File: src/rtl/ov7670_stream_capture_if.sv
// rtl/ov7670_stream_capture_if.sv - frame-buffer write port (address, data, strobe)
interface ov7670_stream_capture_if #(
  parameter int ADDR_W = 19
);
  logic [ADDR_W-1:0] addr;
  logic [15:0]       dout;
  logic              we;

  modport master (output addr, output dout, output we);
  modport slave  (input addr, input dout, input we);
endinterface

File: src/rtl/ov7670_stream_capture.sv
// rtl/ov7670_stream_capture.sv - OV7670 byte-pair capture, format conversion, optional 2x2 decimation, frame-buffer writes
module ov7670_stream_capture #(
  parameter int H_ACTIVE = 640,
  parameter int V_ACTIVE = 480,
  parameter int ADDR_W   = 19
) (
  input  logic                    pclk,
  input  logic                    reset_n,
  input  logic                    vsync,
  input  logic                    href,
  input  logic [7:0]              d,
  input  logic                    enable,
  input  logic [1:0]              mode,
  input  logic                    decim,
  ov7670_stream_capture_if.master fb,
  output logic                    busy,
  output logic                    frame_done,
  output logic [7:0]              frame_cnt,
  output logic                    line_err,
  output logic                    frame_err
);
  localparam int CW = 16;
  localparam logic [CW-1:0]     H_LIM    = CW'(H_ACTIVE);
  localparam logic [CW-1:0]     V_LIM    = CW'(V_ACTIVE);
  localparam logic [CW-1:0]     CNT_MAX  = '1;
  localparam logic [ADDR_W-1:0] STRIDE   = ADDR_W'(H_ACTIVE);
  localparam logic [ADDR_W-1:0] STRIDE_D = ADDR_W'(H_ACTIVE / 2);

  typedef enum logic [1:0] {S_IDLE, S_ARMED, S_SYNC, S_CAPTURE} state_t;

  state_t state, state_nxt;
  logic   capturing, start_frame, end_frame;

  logic              phase, had_byte, decim_q;
  logic [1:0]        mode_q;
  logic [7:0]        first_byte;
  logic [CW-1:0]     col, row;
  logic [ADDR_W-1:0] line_base;

  logic [15:0]   pixel, pix_data;
  logic [CW-1:0] col_idx, col_inc, row_inc, row_final;
  logic          row_end, wr_ok;

  always_ff @(posedge pclk or negedge reset_n) begin
    if (!reset_n) state <= S_IDLE;
    else          state <= state_nxt;
  end

  always_comb begin
    state_nxt = state;
    case (state)
      S_IDLE:    if (enable) state_nxt = S_ARMED;
      S_ARMED:   if (vsync) state_nxt = S_SYNC;
                 else if (!enable) state_nxt = S_IDLE;
      S_SYNC:    if (!vsync) state_nxt = S_CAPTURE;
      S_CAPTURE: if (vsync) state_nxt = enable ? S_SYNC : S_IDLE;
      default:   state_nxt = S_IDLE;
    endcase
  end

  always_comb begin
    capturing   = (state == S_CAPTURE);
    start_frame = (state == S_SYNC) && !vsync;
    end_frame   = capturing && vsync;
    busy        = (state == S_SYNC) || (state == S_CAPTURE);
  end

  // Counters saturate so an overlong line or frame can never wrap back into the write window.
  always_comb begin
    pixel     = {first_byte, d};
    col_inc   = (col == CNT_MAX) ? col : col + 1'b1;
    row_inc   = (row == CNT_MAX) ? row : row + 1'b1;
    row_end   = capturing && !href && had_byte;
    row_final = row_end ? row_inc : row;
    col_idx   = decim_q ? (col >> 1) : col;
    wr_ok     = (col < H_LIM) && (row < V_LIM) && !(decim_q && (col[0] || row[0]));
    case (mode_q)
      2'b01:   pix_data = pixel;
      2'b10:   pix_data = {4'h0, first_byte[7:4], first_byte[7:4], first_byte[7:4]};
      default: pix_data = {4'h0, pixel[15:12], pixel[10:7], pixel[4:1]};
    endcase
  end

  always_ff @(posedge pclk or negedge reset_n) begin
    if (!reset_n) begin
      fb.addr    <= '0;
      fb.dout    <= '0;
      fb.we      <= 1'b0;
      frame_done <= 1'b0;
      frame_cnt  <= '0;
      line_err   <= 1'b0;
      frame_err  <= 1'b0;
      phase      <= 1'b0;
      had_byte   <= 1'b0;
      first_byte <= '0;
      col        <= '0;
      row        <= '0;
      line_base  <= '0;
      mode_q     <= '0;
      decim_q    <= 1'b0;
    end else begin
      fb.we      <= 1'b0;
      frame_done <= 1'b0;
      if (start_frame) begin
        mode_q    <= mode;
        decim_q   <= decim;
        col       <= '0;
        row       <= '0;
        line_base <= '0;
        line_err  <= 1'b0;
        frame_err <= 1'b0;
        phase     <= 1'b0;
        had_byte  <= 1'b0;
      end else if (capturing) begin
        if (href) begin
          had_byte <= 1'b1;
          phase    <= ~phase;
          if (!phase) begin
            first_byte <= d;
          end else begin
            col <= col_inc;
            if (wr_ok) begin
              fb.we   <= 1'b1;
              fb.addr <= line_base + ADDR_W'(col_idx);
              fb.dout <= pix_data;
            end
          end
        end else begin
          phase <= 1'b0;
          if (had_byte) begin
            // Line end: phase still 1 here means an odd byte count.
            had_byte <= 1'b0;
            col      <= '0;
            row      <= row_inc;
            if (!decim_q)     line_base <= line_base + STRIDE;
            else if (!row[0]) line_base <= line_base + STRIDE_D;
            if (col != H_LIM || phase) line_err <= 1'b1;
            if (row_inc > V_LIM) frame_err <= 1'b1;
          end
        end
        if (end_frame) begin
          frame_done <= 1'b1;
          frame_cnt  <= frame_cnt + 8'd1;
          if (row_final != V_LIM) frame_err <= 1'b1;
        end
      end else begin
        phase    <= 1'b0;
        had_byte <= 1'b0;
      end
    end
  end
endmodule

File: src/flat_wrapper.sv
// flat-port wrapper written by rule: the top's interface ports become plain ports
module ov7670_stream_capture_flat 
#(
  parameter int H_ACTIVE = 640,
  parameter int V_ACTIVE = 480,
  parameter int ADDR_W   = 19
)
  (pclk, reset_n, vsync, href, d, enable, mode, decim, busy, frame_done, frame_cnt, line_err, frame_err, fb_addr, fb_dout, fb_we);
  ov7670_stream_capture_if #(.ADDR_W(ADDR_W)) fb_i ();
  input  logic pclk;
  input  logic reset_n;
  input  logic vsync;
  input  logic href;
  input  logic [7:0] d;
  input  logic enable;
  input  logic [1:0] mode;
  input  logic decim;
  output logic busy;
  output logic frame_done;
  output logic [7:0] frame_cnt;
  output logic line_err;
  output logic frame_err;
  output wire logic [$bits(fb_i.addr)-1:0] fb_addr;
  output wire logic [$bits(fb_i.dout)-1:0] fb_dout;
  output wire logic [$bits(fb_i.we)-1:0] fb_we;
  assign fb_addr = fb_i.addr;
  assign fb_dout = fb_i.dout;
  assign fb_we = fb_i.we;
  ov7670_stream_capture #(.H_ACTIVE(H_ACTIVE), .V_ACTIVE(V_ACTIVE), .ADDR_W(ADDR_W)) u_core (.pclk(pclk), .reset_n(reset_n), .vsync(vsync), .href(href), .d(d), .enable(enable), .mode(mode), .decim(decim), .fb(fb_i), .busy(busy), .frame_done(frame_done), .frame_cnt(frame_cnt), .line_err(line_err), .frame_err(frame_err));
endmodule
File: config.mk
export PLATFORM = sky130hd
export DESIGN_NAME = ov7670_stream_capture_flat
export DESIGN_NICKNAME = d
export VERILOG_FILES = /design/src/rtl/ov7670_stream_capture_if.sv /design/src/rtl/ov7670_stream_capture.sv /design/src/flat_wrapper.sv
export SDC_FILE = /design/constraint.sdc
export NUM_CORES = 1
export LEC_CHECK = 0
export BUFFER_PORTS_ARGS = -buffer_cell sky130_fd_sc_hd__buf_2
export CORE_AREA = 2 2 204 126
export CTS_BUF_LIST = sky130_fd_sc_hd__clkbuf_2 sky130_fd_sc_hd__clkbuf_4 sky130_fd_sc_hd__clkbuf_8
export DETAILED_ROUTE_END_ITERATION = 12
export DIE_AREA = 0 0 206 128
export SETUP_SLACK_MARGIN = 0.02
export SYNTH_ARGS = -nofsm -noshare
export SYNTH_HDL_FRONTEND = slang
export SYNTH_SLANG_ARGS = --single-unit
File: constraint.sdc
create_clock -name pclk -period 4.1 [get_ports pclk]
set_input_delay 1.025 -clock pclk [delete_from_list [all_inputs] [get_ports pclk]]
set_output_delay 1.025 -clock pclk [all_outputs]
set_load 0.005 [all_outputs]
==> impl_metrics.json, run 1 <==
{
  "num_rows": 45,
  "synth_top_family_by_area": "simple AND/OR/NAND/NOR gates",
  "finalCritPeriodShare": 0.741,
  "synthToLayoutAreaGrowth_pct": 13.3,
  "post_cts_buffers": 0,
  "cp.arrival_ns": 3.35,
  "rr_startpoint": "u_core.decim_q$_DFFE_PN0P_",
  "slew_viol_final": 0,
  "antenna_cells": 0,
  "grt_max_degree": 65,
  "cp_max_fo": 24,
  "cts_root_buf": "clkbuf_8",
  "setup_viol": 0,
  "ys.flop_type": "dfrtp_1",
  "min-delay-start": "u_core.fb.addr[3]$_DFFE_PN0P_",
  "timing_hold_violations_final": 0,
  "setup_tns_ns": 0,
  "ctsResizeCount": 0,
  "syn_inst": 686,
  "synth-seq-area-share": 0.445,
  "die_y_um": 128,
  "wire_per_inst_um": 14.5,
  "final_core_util": 0.277,
  "layout-drive-gt1-share": 0.148,
  "worstSetupStartpoint": "u_core.decim_q$_DFFE_PN0P_",
  "max_freq_ghz": 0.329,
  "cts-hold-fix-buffers": 0,
  "drc_errors": 0,
  "fp.coreArea_um2": 24700,
  "power.leakage_nw": 3.14,
  "synth_area_um2": 6020,
  "powerDensity_nw_per_um2": 459,
  "required_ns": 4.41,
  "start_kind": "flip-flop",
  "gr-usage-met3": 0.0325,
  "io_pins": 64,
  "hold_path.class": "flip-flop to flip-flop",
  "vias": 4978,
  "status": "finished clean",
  "antenna_found_initial": 0,
  "layout_common_cells": "107 x dfrtp_1, 105 x nand2_1, 70 x o21ai_0, 62 x buf_2, 58 x nor2_1",
  "yosys_warnings": 0,
  "numCtsBuffers": 9,
  "htreeDepth": 3,
  "clk_latency_ns": 0.40,
  "synth_nets": 722,
  "cts.sinks": 107,
  "grt_pass1_vias": 4357,
  "die_w_um": 206,
  "synth-xor-area-share": 0.0626,
  "worstMarginPinSlew_ns": 0.707,
  "drt-total-wl_mm": 15.3,
  "ys_types": 54,
  "cts.path.max_buffers": 2,
  "synth.area.mux_share": 0.0337,
  "end_kind": "flip-flop",
  "ys_ff_latch": 107,
  "grtUsageTotal": 0.118,
  "synthAdderAreaFrac": 0.0416,
  "drt_iter0_drc": 415,
  "skew_ns": 0.0162,
  "whs_ns": 0.480,
  "rsz0062_at_grt": "false",
  "overflow": 0,
  "path_class": "flip-flop to flip-flop",
  "place.gp.congestion": 0.835,
  "synthSimpleGateAreaFrac": 0.227,
  "period_minus_slack_ns": 3.04,
  "dr.pass1.iters": 5,
  "synth_compound_area_frac": 0.150,
  "peakVddDrop_mv": 0.152,
  "synthArstFlopShare": 1.00,
  "die_area_um2": 26400,
  "syn_avg_cell_area_um2": 8.78,
  "met2_usage": 0.144,
  "grt_pass1_wl_mm": 24.6,
  "start_util": 0.244,
  "synth_edf_count": 0,
  "dpl.hpwl_mm": 11.4,
  "dpl_cell_area_um2": 6640,
  "max_slew_margin": 0.524,
  "busiest_layer": "met1",
  "layout_commonest_cell": "dfrtp_1",
  "numPortBuffers": 63,
  "drv_cap": 0,
  "path_clk_slew_ns": 0.10,
  "avgViaCountPerCell": 4.71,
  "global_route.usage.met1": 0.199,
  "fin_area_um2": 6820,
  "nets": 760,
  "cts_tree": "yes",
  "ant_nets": 0
}
## Yosys cell counts (3+ instances only)
library cell,instances,area (um^2)
o31ai_1,6,45.0
inv_1,12,45.0
nor4_1,8,50.1
or2_2,5,31.3
ha_1,20,250
buf_2,3,15.0
o21ai_0,70,350
nor2b_1,6,37.5
clkbuf_1,36,135
or3_1,7,43.8
nand4b_1,3,26.3
and4_1,7,61.3
xnor2_1,20,175
nor2_1,58,218
nand2_1,106,398
a21oi_1,34,170
mux2i_1,9,90.1
nand4_1,16,100
and3_1,6,37.5
dfrtp_1,107,2680
a22oi_1,12,90.1
nand3_1,30,150
nor3_1,12,60.1
clkbuf_2,3,15.0
mux2_2,10,113
or4_1,5,37.5
a31oi_1,5,31.3
xor2_1,23,201
and2_1,6,37.5
a211oi_1,5,37.5
nand2b_1,4,25.0
a21o_1,4,30.0
## area by class of cell
type                            count  area [um^2]
Sequential cell                   107         2680
Clock inverter                      7         58.8
Clock buffer                        9          124
Inverter                           13         48.8
Multi-Input combinational cell    520         3110
Timing Repair Buffer               73          393
Fill cell                        2661        17800
Tap cell                          329          412
## sequential cells by signal, indices dropped and copies added (netlist names)
signal / cells
u_core.fb.addr: 19
u_core.col: 16
u_core.fb.dout: 16
u_core.row: 16
u_core.line_base: 13
u_core.first_byte: 8
u_core.frame_cnt: 8
u_core.mode_q: 2
u_core.state: 2
u_core.decim_q: 1
u_core.fb.we: 1
u_core.frame_done: 1
u_core.frame_err: 1
u_core.had_byte: 1
u_core.line_err: 1
u_core.phase: 1
## stage by stage
stage	setup slack, ns	power [mW]	cells
floorplan	1.01	2.12	686
global placement	1.09	2.50	1042
detailed placement	1.11	2.51	1042
CTS	1.06	3.17	1058
global route	0.766	3.37	1058
finish	1.06	3.13	1058
## per-layer routing
metal / routed length (um) / part of all wire
met5: 0 / 0
met4: 78 / 0.0051
met3: 1010 / 0.066
met2: 5670 / 0.37
met1: 8540 / 0.56
## cells by family after synthesis
family,count (synthesis)
xor gates and xnor gates,43
DFF,107
muxes,19
adders and majority gates,20
AOI/OAI and AO/OA,153
buffers and inverters,59
other,1
and+or+nand+nor,284
## where the power goes
part | leakage, nW | internal [mW] | total (mW) | switching [mW]
combinational | 1.60 | 0.401 | 1.01 | 0.605
clock | 0.0925 | 0.232 | 0.640 | 0.408
sequential | 1.44 | 1.27 | 1.49 | 0.215
## worst paths after layout
| kind | to | slack, ns | cells past startpoint |
|---|---|---|---|
| setup / recovery | u_core.fb.addr[18]$_DFFE_PN0P_ | 1.06 | 9 |
| hold / removal | u_core.fb.addr[3]$_DFFE_PN0P_ | 0.48 | 2 |
| setup reg to reg | u_core.fb.addr[18]$_DFFE_PN0P_ | 1.06 | 9 |
| hold reg to reg | u_core.fb.addr[3]$_DFFE_PN0P_ | 0.48 | 2 |
| max in group asynchronous | u_core.line_base[7]$_DFFE_PN0P_ | 2.66 | 2 |
| min in group asynchronous | u_core.row[11]$_DFFE_PN0P_ | 0.64 | 1 |
## worst max-delay path, cell delays in order (launching register included)
cell       delay, ns
dfrtp_1         0.39
buf_4           0.31
mux2_2          0.38
ha_1            0.35
a2111oi_0       0.60
a211oi_1        0.23
nor3_1          0.29
nor3_1          0.11
xnor2_1         0.13
o21ai_0         0.17
No activity file was read; power rests on OpenSTA's default activity.
==> inputs of run 2 (changes only) <==
--- a/config.mk
+++ b/config.mk
@@ -5,11 +5,12 @@
 export SDC_FILE = /design/constraint.sdc
 export NUM_CORES = 1
 export LEC_CHECK = 0
+export ABC_AREA = 1
 export BUFFER_PORTS_ARGS = -buffer_cell sky130_fd_sc_hd__buf_2
-export CORE_AREA = 2 2 204 126
+export CORE_AREA = 2 2 210 129
 export CTS_BUF_LIST = sky130_fd_sc_hd__clkbuf_2 sky130_fd_sc_hd__clkbuf_4 sky130_fd_sc_hd__clkbuf_8
 export DETAILED_ROUTE_END_ITERATION = 12
-export DIE_AREA = 0 0 206 128
+export DIE_AREA = 0 0 212 131
 export SETUP_SLACK_MARGIN = 0.02
 export SYNTH_ARGS = -nofsm -noshare
 export SYNTH_HDL_FRONTEND = slang
==> constraint.sdc (replaced) <==
create_clock -name pclk -period 2.7 [get_ports pclk]
set_input_delay 0.675 -clock pclk [delete_from_list [all_inputs] [get_ports pclk]]
set_output_delay 0.675 -clock pclk [all_outputs]
set_load 0.005 [all_outputs]
==> impl_metrics.json, run 2 <==
{
  "cp.arrival_ns": 2.80,
  "numCtsBuffers": 9,
  "ys_ff_latch": 107,
  "io_pins": 64,
  "period_minus_slack_ns": 2.46,
  "drc_errors": 0,
  "layout-drive-gt1-share": 0.153,
  "fin_area_um2": 7360,
  "wire_per_inst_um": 14.1,
  "path_class": "flip-flop to flip-flop",
  "drt_iter0_drc": 552,
  "avgViaCountPerCell": 4.60,
  "vias": 5760,
  "setup_viol": 0,
  "post-synth-top-count-cell": "nand2_1",
  "layout_common_cells": "182 x nand2_1, 107 x dfrtp_1, 100 x inv_1, 75 x o21ai_0, 62 x buf_2",
  "rsz0062_at_grt": "false",
  "grt_pass1_vias": 5062,
  "synth-seq-area-share": 0.420,
  "synthToLayoutAreaGrowth_pct": 15.6,
  "synth_area_um2": 6370,
  "dr.pass1.iters": 5,
  "num_rows": 46,
  "layout_commonest_cell": "nand2_1",
  "finalCritPeriodShare": 0.912,
  "synth_edf_count": 0,
  "place.gp.congestion": 0.919,
  "cts.path.max_buffers": 2,
  "synth_top_cell_area_share": 0.420,
  "p_sw_mw": 2.07,
  "power.leakage_nw": 3.48,
  "cpPeakStageDelay_ns": 0.40,
  "path_cells": "ha_1, nand3_2, nor2_2, nand4_2, o211ai_4, nand3_2, buf_4, o21ai_0, o21a_1",
  "syn_avg_cell_area_um2": 7.77,
  "ant_nets": 0,
  "numPortBuffers": 63,
  "max_slew_margin": 0.564,
  "p_clk_frac": 0.213,
  "cts_root_buf": "clkbuf_8",
  "dpl_cell_area_um2": 7140,
  "skew_ns": 0.0104,
  "slew_viol_final": 0,
  "hold_path.class": "primary input to asynchronous set/reset pin",
  "cts_tree": "yes",
  "ys.flop_type": "dfrtp_1",
  "ys_types": 49,
  "start_util": 0.245,
  "peakVddDrop_mv": 0.358,
  "grt_max_degree": 48,
  "syn_inst": 820,
  "htreeDepth": 3,
  "fp.coreArea_um2": 26000,
  "internal_power_mw": 3.08,
  "cpMaxStageDelayCell": "dfrtp_1",
  "synth_top_cells_by_count": "182 x nand2_1, 107 x dfrtp_1, 100 x inv_1, 75 x o21ai_0, 56 x nor2_1",
  "cts-hold-fix-buffers": 0,
  "cp_max_fo": 24,
  "p_comb_frac": 0.337,
  "die_w_um": 212,
  "powerDensity_nw_per_um2": 699,
  "seqPwrFrac": 0.450,
  "status": "finished clean",
  "nets": 922,
  "path_clk_slew_ns": 0.11,
  "regMostFlops": "u_core.fb.addr",
  "overflow": 0,
  "end_kind": "flip-flop",
  "switching_share": 0.402,
  "largest_reg_flops": 19,
  "antenna_cells": 0,
  "synth_nets": 856,
  "grt_pass1_wl_mm": 28.1,
  "clk_latency_ns": 0.40,
  "worstMarginPinSlew_ns": 0.647,
  "dpl.hpwl_mm": 13.7,
  "grtUsageTotal": 0.129,
  "antenna_found_initial": 0,
  "synth_top_cell_by_area": "dfrtp_1",
  "synthArstFlopShare": 1.00,
  "start_kind": "flip-flop",
  "drv_cap": 0,
  "timing_hold_violations_final": 0,
  "yosys_warnings": 0,
  "die_y_um": 131,
  "setup_tns_ns": 0,
  "cts.sinks": 107,
  "ctsResizeCount": 0,
  "ys_top_cells_by_area": "dfrtp_1 42%, nand2_1 11%, inv_1 5.9%, o21ai_0 5.9%, nand3_1 4.2%",
  "cp_common_cell": "nand3_2",
  "post_cts_buffers": 0,
  "die_area_um2": 27800,
  "required_ns": 3.04,
  "drt-total-wl_mm": 17.6,
  "max_freq_ghz": 0.406
}
==> run 2: cell count changes after synthesis, moves of 9 or more <==
cell	previous run	this run
o21ai_1	1	10
clkbuf_1	36	10
mux2_2	10	0
nand2_1	106	182
nor3_1	12	26
a22oi_1	12	0
xnor2_1	20	7
o22ai_1	0	12
inv_1	12	100
nand3_1	30	54
==> run 2: worst paths after layout <==
check / start / to / slack (ns) / cells past startpoint
setup reg to reg: u_core.col[0]$_DFFE_PN0P_ / u_core.col[13]$_DFFE_PN0P_ / 0.24 / 9
hold reg to reg: u_core.frame_cnt[7]$_DFFE_PN0P_ / u_core.frame_cnt[7]$_DFFE_PN0P_ / 0.47 / 1
setup / recovery: u_core.col[0]$_DFFE_PN0P_ / u_core.col[13]$_DFFE_PN0P_ / 0.24 / 9
hold / removal: reset_n / u_core.line_base[17]$_DFFE_PN0P_ / 0.22 / 1
min in group pclk: u_core.frame_cnt[7]$_DFFE_PN0P_ / u_core.frame_cnt[7]$_DFFE_PN0P_ / 0.47 / 1
max in group asynchronous: reset_n / u_core.row[5]$_DFFE_PN0P_ / 1.85 / 2
==> run 2: area by class of cell <==
cell class | count | area (um^2)
clock buffer | 10 | 138
clock inverter | 6 | 78.8
fill | 2784 | 18600
inverter | 105 | 397
multi-input combinational | 584 | 3170
sequential | 107 | 2680
tap | 360 | 450
timing repair buffer | 79 | 450
==> run 2: stage by stage <==
step           total power [mW]  worst slack [ns]  hold slack (ns)   util  std cells
2_1_floorplan              3.37             0.287            0.379      -        820
3_3_place_gp               4.05             0.306            0.456  0.275       1235
3_5_place_dp               4.07             0.326            0.457  0.275       1235
4_1_cts                    5.19             0.314            0.230  0.283       1251
5_1_grt                    5.55            0.0353            0.246  0.284       1251
6_report                   5.15             0.236            0.219  0.284       1251
==> run 2: cell families after synthesis <==
logic type | share of synthesized area
flops | 0.420
fa+ha+maj | 0.0393
buf+inv | 0.0827
compound gates | 0.148
mux | 0.00314
xor+xnor | 0.0440
simple gates | 0.262
other cells | 0.000589
==> run 2: power groups by stage <==
| stage | clock network, mW | registers (mW) | logic (mW) |
|---|---|---|---|
| final | 1.10 | 2.32 | 1.73 |
| after global routing | 1.20 | 2.38 | 1.98 |
| after CTS | 1.14 | 2.32 | 1.73 |
| after detailed placement | 0 | 2.34 | 1.73 |
| after global placement | 0 | 2.34 | 1.71 |
| after floorplan | 0 | 2.28 | 1.09 |
==> run 2: worst max-delay path, delay by kind of cell (launching register included) <==
kind            cells  cell delay, ns
buf+inv             1            0.24
fa+ha+maj           1            0.28
flops               1            0.40
simple gates        4            0.61
compound gates      3            0.87
==> run 2: per-layer routing <==
| layer | vias up | track usage | routed length, um |
|---|---|---|---|
| met5 | - | 0 | 0 |
| met4 | 0 | 0.0182 | 78 |
| met3 | 12 | 0.0373 | 1510 |
| met2 | 188 | 0.154 | 6290 |
| met1 | 2700 | 0.216 | 9760 |
| li1 | 2860 | - | - |
==> inputs of run 3 (changes only) <==
--- a/config.mk
+++ b/config.mk
@@ -11,6 +11,7 @@
 export CTS_BUF_LIST = sky130_fd_sc_hd__clkbuf_2 sky130_fd_sc_hd__clkbuf_4 sky130_fd_sc_hd__clkbuf_8
 export DETAILED_ROUTE_END_ITERATION = 12
 export DIE_AREA = 0 0 212 131
+export REMOVE_ABC_BUFFERS = 1
 export SETUP_SLACK_MARGIN = 0.02
 export SYNTH_ARGS = -nofsm -noshare
 export SYNTH_HDL_FRONTEND = slang
==> impl_metrics.json, run 3 (synthesis results as in run 2) <==
{
  "synthToLayoutAreaGrowth_pct": 14.4,
  "fillers": 2814,
  "vias": 5776,
  "io_pins": 64,
  "overflow": 0,
  "die_area_um2": 27800,
  "wire_per_inst_um": 14.3,
  "numCtsBuffers": 9,
  "drt-total-wl_mm": 17.8,
  "setup_viol": 0,
  "antenna_cells": 0,
  "met1_length_mm": 9.58,
  "path_cells": "o21ai_0, ha_1, a21oi_1, o21bai_1, nand2_1, nand2_1, a31oi_1, or2_2, nand3_1, nand2_1",
  "grt_pass1_wl_mm": 29.0,
  "grtUsageTotal": 0.134,
  "die_w_um": 212,
  "hold_path.class": "primary input to asynchronous set/reset pin",
  "status": "finished clean",
  "max_slew_margin": 0.639,
  "antenna_found_initial": 0,
  "worstMarginPinSlew_ns": 0.540,
  "topRoutingLayerUsed": "met4",
  "ant_nets": 0,
  "cts.sinks": 107,
  "wl_met2_mm": 6.50,
  "htreeDepth": 3,
  "skew_ns": 0.0178,
  "layout_common_cells": "182 x nand2_1, 106 x dfrtp_1, 100 x inv_1, 75 x o21ai_0, 62 x buf_2",
  "peakVddDrop_mv": 0.375,
  "num_rows": 46,
  "die_y_um": 131,
  "wl_met3_mm": 1.48,
  "place.gp.congestion": 0.919,
  "drt_iter0_drc": 480,
  "numPortBuffers": 63,
  "regArea_um2": 2680,
  "layout-drive-gt1-share": 0.149,
  "cts_tree": "yes",
  "post_cts_buffers": 0,
  "end_kind": "flip-flop",
  "powerDensity_nw_per_um2": 683,
  "path_class": "flip-flop to flip-flop",
  "cpPeakStageDelay_ns": 0.56,
  "path_clk_slew_ns": 0.10,
  "largest_reg_flops": 19,
  "start_kind": "flip-flop",
  "drc_errors": 0,
  "cp.arrival_ns": 2.62,
  "dr.pass1.iters": 6,
  "clk_latency_ns": 0.39,
  "setup_tns_ns": 0,
  "cp_common_cell": "nand2_1",
  "start_util": 0.245,
  "grt_pass1_vias": 5323,
  "cpMaxStageDelayCell": "dfrtp_2",
  "finalCritPeriodShare": 0.868,
  "dpl.hpwl_mm": 13.5,
  "grt_max_degree": 66,
  "cts_root_buf": "clkbuf_8",
  "max_freq_ghz": 0.427,
  "cts.path.max_buffers": 2,
  "rsz0062_at_grt": "false",
  "multi_input_area_um2": 3170,
  "required_ns": 2.98,
  "whs_ns": 0.162,
  "avgViaCountPerCell": 4.63,
  "cp_max_fo": 21,
  "regMostFlops": "u_core.fb.addr",
  "drv_cap": 0,
  "period_minus_slack_ns": 2.34,
  "timing_hold_violations_final": 0,
  "slew_viol_final": 0,
  "nets": 921,
  "power.leakage_nw": 3.43,
  "fp.coreArea_um2": 26000,
  "layout_commonest_cell": "nand2_1"
}
[run 3: power breakdown]
group | internal (mW) | switching [mW] | total (mW)
clock network | 0.323 | 0.569 | 0.892
logic | 0.621 | 1.10 | 1.72
registers | 1.98 | 0.373 | 2.36
total | 2.93 | 2.05 | 4.98
[run 3: per-stage QoR]
step                instances  instance area, um^2  worst slack [ns]  utilization  total power [mW]
floorplan                 796                 6240             0.207            -              3.29
global placement         1234                 7130             0.320        0.275              4.08
detailed placement       1234                 7130             0.240        0.275              4.10
finish                   1247                 7290             0.357        0.281              4.98
global route             1247                 7290             0.171        0.281              5.38
CTS                      1247                 7290             0.214        0.281              5.01
[run 3: timing repair]
action	CTS	global route
hold buffers	0	0
gates resized for setup	0	1
endpoints found under the setup margin	0	4
[run 3: worst max-delay path: cells and delay by family, from the launching register on]
kind	cells	cell delay, ns
AOI/OAI and AO/OA	4	0.71
adders and majority gates	1	0.34
DFF	1	0.56
and+or+nand+nor	5	0.62
[run 3: final timing paths]
path                       cells after the start                         endpoint                       startpoint  slack (ns)
max reg2reg                                   10   u_core.fb.addr[15]$_DFFE_PN0P_       u_core.decim_q$_DFFE_PN0P_        0.36
min in group pclk                              1  u_core.frame_cnt[7]$_DFFE_PN0P_  u_core.frame_cnt[7]$_DFFE_PN0P_        0.47
max in group asynchronous                      2       u_core.decim_q$_DFFE_PN0P_                          reset_n        1.85
min reg2reg                                    1  u_core.frame_cnt[7]$_DFFE_PN0P_  u_core.frame_cnt[7]$_DFFE_PN0P_        0.47
min                                            1    u_core.fb.dout[2]$_DFFE_PN0P_                          reset_n        0.16
max                                           10   u_core.fb.addr[15]$_DFFE_PN0P_       u_core.decim_q$_DFFE_PN0P_        0.36
[run 3: per-layer routing]
metal | vias to the layer above | track usage
li1 | 2849 | -
met5 | - | 0
met4 | 0 | 0.0311
met1 | 2663 | 0.220
met3 | 18 | 0.0275
met2 | 246 | 0.170
[run 3: layout make-up]
type	instances	area share
sequential	107	0.368
clock buffer	9	0.0170
inverter	105	0.0544
multi-input combinational	584	0.435
tap	360	0.0618
clock inverter	4	0.00395
timing repair buffer	78	0.0608
